--- src/rtl/mem_port_arbiter.sv ---
// mem_port_arbiter: two-requester round-robin arbiter for the unified memory port.
// Requester 0 is the core (fetch/load/store); requester 1 is the loader/debug port.
// A locking requester may keep priority for up to LOCK_MAX consecutive grants
// while the other requester waits; then the waiting side gets one grant.
// Grant and memory strobes are registered: the winner chosen in cycle t owns
// the memory port in cycle t+1. mem_rdata is captured on the clock edge that
// closes the read's mem_en cycle, so rvalid/rdata appear the cycle after gnt.
// Optional feature macro: MEM_ARB_PERF_EN adds gnt_cnt0, gnt_cnt1, wait_cnt.
module mem_port_arbiter #(
  parameter int AW       = 32,
  parameter int DW       = 32,
  parameter int LOCK_MAX = 8
) (
  input  logic          clk,
  input  logic          reset,
  input  logic [1:0]    req,
  input  logic [1:0]    lock,
  input  logic [1:0]    we,
  input  logic [AW-1:0] addr0,
  input  logic [AW-1:0] addr1,
  input  logic [DW-1:0] wdata0,
  input  logic [DW-1:0] wdata1,
  output logic [1:0]    gnt,
  output logic [1:0]    rvalid,
  output logic [DW-1:0] rdata,
  output logic          mem_en,
  output logic          mem_we,
  output logic [AW-1:0] mem_addr,
  output logic [DW-1:0] mem_wdata,
  input  logic [DW-1:0] mem_rdata
`ifdef MEM_ARB_PERF_EN
  ,
  output logic [31:0]   gnt_cnt0,
  output logic [31:0]   gnt_cnt1,
  output logic [31:0]   wait_cnt
`endif
);

  localparam logic STATE_IDLE  = 1'b0;
  localparam logic STATE_GRANT = 1'b1;
  localparam logic [7:0] LOCK_MAX_C = 8'(LOCK_MAX);

  logic          state_q, state_d;
  logic          sel_q, sel_d;
  logic          last_q, last_d;
  logic          lock_held_q, lock_held_d;
  logic [7:0]    lock_cnt_q, lock_cnt_d;
  logic [1:0]    gnt_q, gnt_d;
  logic [1:0]    rvalid_q, rvalid_d;
  logic [DW-1:0] rdata_q, rdata_d;
  logic          mem_en_q, mem_en_d;
  logic          mem_we_q, mem_we_d;
  logic [AW-1:0] mem_addr_q, mem_addr_d;
  logic [DW-1:0] mem_wdata_q, mem_wdata_d;

  logic [1:0]    cand;
  logic          lock_active;
  logic          win_valid;
  logic          win;

  // Winner selection: the requester currently on the port is masked out; an
  // active lock holds the port for its owner even if that means an idle cycle.
  always_comb begin
    cand        = req & ~((state_q == STATE_GRANT) ? (sel_q ? 2'b10 : 2'b01) : 2'b00);
    lock_active = lock_held_q && (lock_cnt_q < LOCK_MAX_C);
    win_valid   = 1'b0;
    win         = 1'b0;
    if (lock_active && (req == 2'b11)) begin
      // Holder masked this cycle: leave a gap so it wins again from IDLE.
      if (cand[last_q]) begin
        win_valid = 1'b1;
        win       = last_q;
      end
    end else if (cand == 2'b11) begin
      win_valid = 1'b1;
      win       = ~last_q;
    end else if (cand[0]) begin
      win_valid = 1'b1;
      win       = 1'b0;
    end else if (cand[1]) begin
      win_valid = 1'b1;
      win       = 1'b1;
    end
  end

  // Next-state: FSM, lock bookkeeping, registered grant and memory command.
  always_comb begin
    state_d     = STATE_IDLE;
    sel_d       = sel_q;
    last_d      = last_q;
    lock_held_d = lock_held_q;
    lock_cnt_d  = lock_cnt_q;
    gnt_d       = 2'b00;
    mem_en_d    = 1'b0;
    mem_we_d    = 1'b0;
    mem_addr_d  = mem_addr_q;
    mem_wdata_d = mem_wdata_q;
    if (win_valid) begin
      state_d     = STATE_GRANT;
      sel_d       = win;
      last_d      = win;
      lock_held_d = lock[win];
      if (!lock[win]) begin
        lock_cnt_d = 8'd0;
      end else if (win != last_q) begin
        lock_cnt_d = req[~win] ? 8'd1 : 8'd0;
      end else if (req[~win] && (lock_cnt_q < LOCK_MAX_C)) begin
        lock_cnt_d = lock_cnt_q + 8'd1;
      end
      gnt_d       = win ? 2'b10 : 2'b01;
      mem_en_d    = 1'b1;
      mem_we_d    = we[win];
      mem_addr_d  = win ? addr1 : addr0;
      mem_wdata_d = win ? wdata1 : wdata0;
    end
  end

  // Read response: capture memory data at the end of a read grant cycle.
  always_comb begin
    rvalid_d = gnt_q & {2{~mem_we_q}};
    rdata_d  = (|rvalid_d) ? mem_rdata : rdata_q;
  end

  // State registers with synchronous reset.
  always_ff @(posedge clk) begin
    if (reset) begin
      state_q     <= STATE_IDLE;
      sel_q       <= 1'b0;
      last_q      <= 1'b1;
      lock_held_q <= 1'b0;
      lock_cnt_q  <= 8'd0;
      gnt_q       <= 2'b00;
      rvalid_q    <= 2'b00;
      rdata_q     <= '0;
      mem_en_q    <= 1'b0;
      mem_we_q    <= 1'b0;
      mem_addr_q  <= '0;
      mem_wdata_q <= '0;
    end else begin
      state_q     <= state_d;
      sel_q       <= sel_d;
      last_q      <= last_d;
      lock_held_q <= lock_held_d;
      lock_cnt_q  <= lock_cnt_d;
      gnt_q       <= gnt_d;
      rvalid_q    <= rvalid_d;
      rdata_q     <= rdata_d;
      mem_en_q    <= mem_en_d;
      mem_we_q    <= mem_we_d;
      mem_addr_q  <= mem_addr_d;
      mem_wdata_q <= mem_wdata_d;
    end
  end

  assign gnt       = gnt_q;
  assign rvalid    = rvalid_q;
  assign rdata     = rdata_q;
  assign mem_en    = mem_en_q;
  assign mem_we    = mem_we_q;
  assign mem_addr  = mem_addr_q;
  assign mem_wdata = mem_wdata_q;

`ifdef MEM_ARB_PERF_EN
  logic [31:0] gnt_cnt0_q, gnt_cnt0_d;
  logic [31:0] gnt_cnt1_q, gnt_cnt1_d;
  logic [31:0] wait_cnt_q, wait_cnt_d;

  // Performance counters: grants per requester and requester-cycles spent waiting.
  always_comb begin
    gnt_cnt0_d = gnt_cnt0_q + {31'd0, gnt_q[0]};
    gnt_cnt1_d = gnt_cnt1_q + {31'd0, gnt_q[1]};
    wait_cnt_d = wait_cnt_q + {31'd0, req[0] & ~gnt_q[0]} + {31'd0, req[1] & ~gnt_q[1]};
  end

  // Counter registers, cleared by reset and wrapping naturally.
  always_ff @(posedge clk) begin
    if (reset) begin
      gnt_cnt0_q <= 32'd0;
      gnt_cnt1_q <= 32'd0;
      wait_cnt_q <= 32'd0;
    end else begin
      gnt_cnt0_q <= gnt_cnt0_d;
      gnt_cnt1_q <= gnt_cnt1_d;
      wait_cnt_q <= wait_cnt_d;
    end
  end

  assign gnt_cnt0 = gnt_cnt0_q;
  assign gnt_cnt1 = gnt_cnt1_q;
  assign wait_cnt = wait_cnt_q;
`endif

endmodule

--- config.mk ---
export PLATFORM = sky130hd
export DESIGN_NAME = mem_port_arbiter
export DESIGN_NICKNAME = d
export VERILOG_FILES = /design/src/rtl/mem_port_arbiter.sv
export SDC_FILE = /design/constraint.sdc
export NUM_CORES = 1
export LEC_CHECK = 0
export ABC_AREA = 1
export ABC_CLOCK_PERIOD_IN_PS = 3000
export CAP_MARGIN = 20
export CORE_MARGIN = 2
export CORE_UTILIZATION = 40
export CTS_CLUSTER_SIZE = 25
export DETAILED_ROUTE_END_ITERATION = 8
export PLACE_DENSITY_LB_ADDON = 0.05
export SYNTH_ARGS = -nofsm -noshare
export SYNTH_HDL_FRONTEND = slang
export SYNTH_SLANG_ARGS = --single-unit
--- constraint.sdc ---
create_clock -name clk -period 3 [get_ports clk]
set_input_delay 0.75 -clock clk [delete_from_list [all_inputs] [get_ports clk]]
set_output_delay 0.75 -clock clk [all_outputs]
set_load 0.02 [all_outputs]
=== Word level (Yosys, flattened, before mapping) ===
Cells that the tools add are included.

* Register bits after elaboration: 113
* Latch bits: 0
* Bits in writable memories: 0
* Memory bits (read-only): 0
* Output and inout bits: 102
* Word-level logic and storage cells: 60
* Memories kept: 0

* Add/subtract/negate cells: 1
* Multipliers: 0
* Div/mod/pow operators: 0
* Order comparisons: 4
* Eq/ne operators: 4
* Shifts and indexed selects: 0
* Muxes and demuxes: 27
* Bitwise operators: 7
* Reductions and logical operators: 6

{| class="wikitable"
|+ Operator list
! operator !! number
|-
| 32-bit 2-to-1 mux || 2
|-
| 8-bit 2-to-1 mux || 3
|-
| 1-bit 2-to-1 mux || 19
|-
| 8-bit by 1-bit adder with 8-bit output, second input constant || 1
|-
| 8-bit by 4-bit less-than comparator with 1-bit output, second input constant || 1
|-
| 1-bit by 2-bit less-than comparator with 1-bit output, second input constant || 3
|-
| 2-bit 2-to-1 mux || 3
|-
| 2-bit AND || 2
|-
| 2-bit equality test, second input constant || 2
|-
| 1-bit inverter || 4
|-
| 2-bit OR reduction || 2
|-
| 1-bit logical AND || 3
|-
| 3-bit by 1-bit inequality test with 1-bit output, second input constant || 1
|-
| 2-bit inverter || 1
|-
| 2-bit AND reduction || 1
|-
| 1-bit inequality test || 1
|}

=== Longest topological paths before layout ===
* Depth after elaboration: 15
* Gate-level depth with buffers: 15
* Mapped depth without buffers: 14

=== Least setup slack after synthesis ===
No wires, ideal clock.

* Path kind: input to register
* Start: input req[1]
* End: register mem_wdata_q[10] (netlist: mem_wdata[10])
* Setup time: 0.119 ns
* Arrival time: 1.824 ns
* Data required time: 2.881 ns
* Slack: 1.057 ns
* Cell stages on the path: 13
* Cells stage by stage: nand2_1 > nor2_4 > nand3_2 > o21ai_1 > nand2_2 > nand2_4 > inv_4 > nand2_2 > inv_2 > buf_6 > buf_8 > nand2_1 > nand3_1

* Word-level cells in the longest chain between the ends: 6

{| class="wikitable"
|+ Ends and longest elaborated chain
! item !! RTL line !! text
|-
| start, declared || 16 || <nowiki>input logic [1:0] req,</nowiki>
|-
| 2-bit AND || 64 || <nowiki>cand = req & ~((state_q == STATE_GRANT) ? (sel_q ? 2'b10 : 2'b01) : 2'b00);</nowiki>
|-
| 1-bit 2-to-1 mux (on tied branches) || 80, 70 ||
|-
| 1-bit 2-to-1 mux (on tied branches) || 77, 70 ||
|-
| 1-bit 2-to-1 mux (on tied branches) || 74, 70 ||
|-
| 1-bit 2-to-1 mux || 68 || <nowiki>if (lock_active && (req == 2'b11)) begin</nowiki>
|-
| 32-bit 2-to-1 mux || 114 || <nowiki>mem_wdata_d = win ? wdata1 : wdata0;</nowiki>
|-
| end signal, assigned || 151 || <nowiki>mem_wdata_q <= mem_wdata_d;</nowiki>
|-
| end, declared || 54 || <nowiki>logic [DW-1:0] mem_wdata_q, mem_wdata_d;</nowiki>
|}

Several ways; a longest one is shown, not always the timed one. The select of a mux whose other input is x is not followed.
A chain may end at the register's enable or synchronous reset.

=== Worst setup path after layout ===
* Start: input req[1]
* End: register mem_wdata_q[12] (netlist: mem_wdata[12])

Same word-level chain as after synthesis.

==> impl_results.md <==
* Status: completed
* Most common cell in the netlist: nand2_1
* Setup ws final at 0.699 ns
* Core region area at 0.0108 mm^2
* Place WS at 0.200 ns
* Synth cell types at 26
* Max VDD drop at 0.456 mV
* HP Start: lock_cnt_q[7]
* Root buf cell: clkbuf_8
* Fill cells at 867
* Hold_ws at 0.438 ns
* Synthesis-stage register bit count at ~110
* CP Max Fanout at 41
* Total gr overflow at 0
* HPWL Detailed at between 10000 and 15000 um
* Standard-cell rows at 38
* Layout cells sized above 1 at 5.87%
* Sequential fraction of the synthesis area at 51.2%
* Mean post-synth cell area at 7.28 um^2
* Worst path slowest cell: clkdlybuf4s50_1
* Min Tclk post-route at roughly 2.3 ns
* Vias in the first global route at between 4000 and 5000
* Synth Cell Area at 0.00442 mm^2
* Leading cell types by count after synthesis: 228 x nand2_1, 113 x dfxtp_1, 84 x nor2_1, 72 x nand3_1, 35 x o21ai_0
* Max-slew violations at 0
* Critical Path AT at 2.75 ns
* CTS Sinks at 113
* Setup TNS at 0 ns
* CP Capture Type: flip-flop
* CTS tree: built
* Number of DRC markers in iteration 0 at 215
* Clock Latency Late Sink at 0.51 ns
* Post-synth top area cell: dfxtp_1
* Cts repair resizes at 0
* Final Skew at 0.00939 ns
* DRT antenna net count at 0
* Initial core utilization at 40.9%
* Num CTS Buffers at 17
* Vias per cell at roughly 4.7
* Maximum clock frequency at 0.435 GHz
* CTS clk-pin slew, worst paths at 0.05 ns
* Mapped Cells at a little over 600
* Port Buffers at roughly 270
* Ys async rst share at 0%
* Crit-path cells: clkdlybuf4s50_1 -> nand2_1 -> inv_2 -> nand2_1 -> o21ai_1 -> nand3_1 -> nand2_2 -> nand2_4 -> inv_4 -> nand2_2 -> inv_2 -> buf_4 -> nand2_1 -> nand3_1
* Initial antenna violation count at 0
* Final Setup Violations at 0
* Layout Nets at ~1000
* CP Launch Type: input port
* Routed wire length per instance at 14.5 um
* Worst r2r src: mem_en
* H-tree levels at 4
* Crit path from: req[1]
* Drt drc at 0
* Post-synth net total at 776
* Placer Congestion at 0.857
* IO Count at 270
* Final period util at 76.7%
* Synth top area share at 51.2%
* Gr usage total at ~25%
* Postcts setup bufs at 0
* DIE AREA at 0.0119 mm^2
* Chip Width at around 110 um
* Area grow syn2layout at 74.9%
* Most numerous cell on the critical path: nand2_1
* Number of flops mapped to enable cells by yosys at 0
* Die H at between 100 and 150 um
* PwrDens at 634 mW/mm^2
* Hold Vio Cnt, Final at 0
* First-pass GRT wire length at 22400 um
* Worst-Margin Slew at 0.914 ns
* Worst setup path category: in2reg
* Relative slew slack at roughly 39%
* Drt pass-1 iters at 6
* CP Data Required Time at 3.45 ns
* Synth warn at 0
* Cts hold-fix bufs at 0
* Top post-synthesis cells by area: dfxtp_1 51%, nand2_1 19%, nand3_1 8.2%
* Total leakage power at ~0.0033 uW
* Total wire length at 14900 um
* Pin count of the biggest net entering global routing at 43
* Hold Path Class: reg2reg
* Clk buf depth at 2
* ANT cells at 0
* Setup repair after global routing missed its margin: false
* Vias at 4800
* Post-synth top flop: dfxtp_1
* Worst stage delay on the critical path at around 0.5 ns
* Max Cap Viol at 0
-- layer usage --
metal	track usage, %	vias to the layer above	part of all wire [%]
li1	-	2430	-
met1	24.6	2141	37
met2	43.5	199	50
met3	11.0	30	10
met4	11.8	0	3.0
met5	0	-	0
-- through the flow --
stage	std cells	cell area, um^2	power, uW	utilization (%)
after floorplan	607	4420	2400	-
after global placement	994	7170	3050	66.5
after detailed placement	994	7170	3080	66.5
after CTS	1026	7720	4940	71.6
after global routing	1026	7720	5120	71.6
final	1026	7720	4900	71.6
-- worst paths after layout --
check,endpoint,slack [ns],depth (start not counted)
worst max-delay path,mem_wdata[12],0.70,14
worst min-delay path,lock_cnt_q[7],0.44,2
worst max register to register,mem_wdata[12],1.06,14
worst min register to register,lock_cnt_q[7],0.44,2
-- cell families (layout without fill, tap and decap cells) --
kind of cell	count (synthesis)	count (layout)	synth area share (%)
compound gates	38	38	4.30
flops	113	113	51.2
simple gates	397	397	37.1
xor+xnor	2	2	0.397
fa+ha+maj	1	1	0.283
buf+inv	56	335	6.74
-- layout make-up --
cell class	instances	area (um^2)	share of cell area (%)
repair buffers	279	2780	36.0
flip-flops and latches	113	2260	29.3
multi-input cells	438	1860	24.1
clock buffers	27	502	6.49
well taps	140	175	2.27
inverters	24	92.6	1.20
clock inverters	5	50.0	0.648
-- state kept, by name (all words and copies together) (netlist names), 2 cells and up --
| signal | cells |
|---|---|
| rvalid | 2 |
| rdata | 32 |
| mem_addr | 32 |
| gnt | 2 |
| mem_wdata | 32 |
| lock_cnt_q | 8 |
-- critical path: cells and delay by family --
kind            cells  cell delay (ns)
simple gates        8             0.78
buf+inv             5             1.09
compound gates      1             0.11
-- cells in the final DEF (no fill, tap or decap) --
cell,n
nor2_1,84
buf_4,9
clkdlybuf4s50_1,269
nand2_1,228
clkbuf_16,16
dfxtp_1,113
nor3_1,2
a21oi_1,1
o21ai_0,35
nand3_2,2
o21ai_1,2
nand2_2,3
bufinv_16,1
or2_1,1
inv_2,4
inv_4,1
ha_1,1
nand3_1,72
buf_12,1
nand2_4,1
xor2_1,1
clkinv_2,4
clkbuf_1,5
inv_1,19
clkbuf_8,6
nor2_4,4
xnor2_1,1
-- power by group --
part           total [uW]  switching (uW)  internal (uW)
combinational        1250             632            617
clock                1850             646           1200
sequential           1800             103           1700
(Power assumes the default switching activity.)
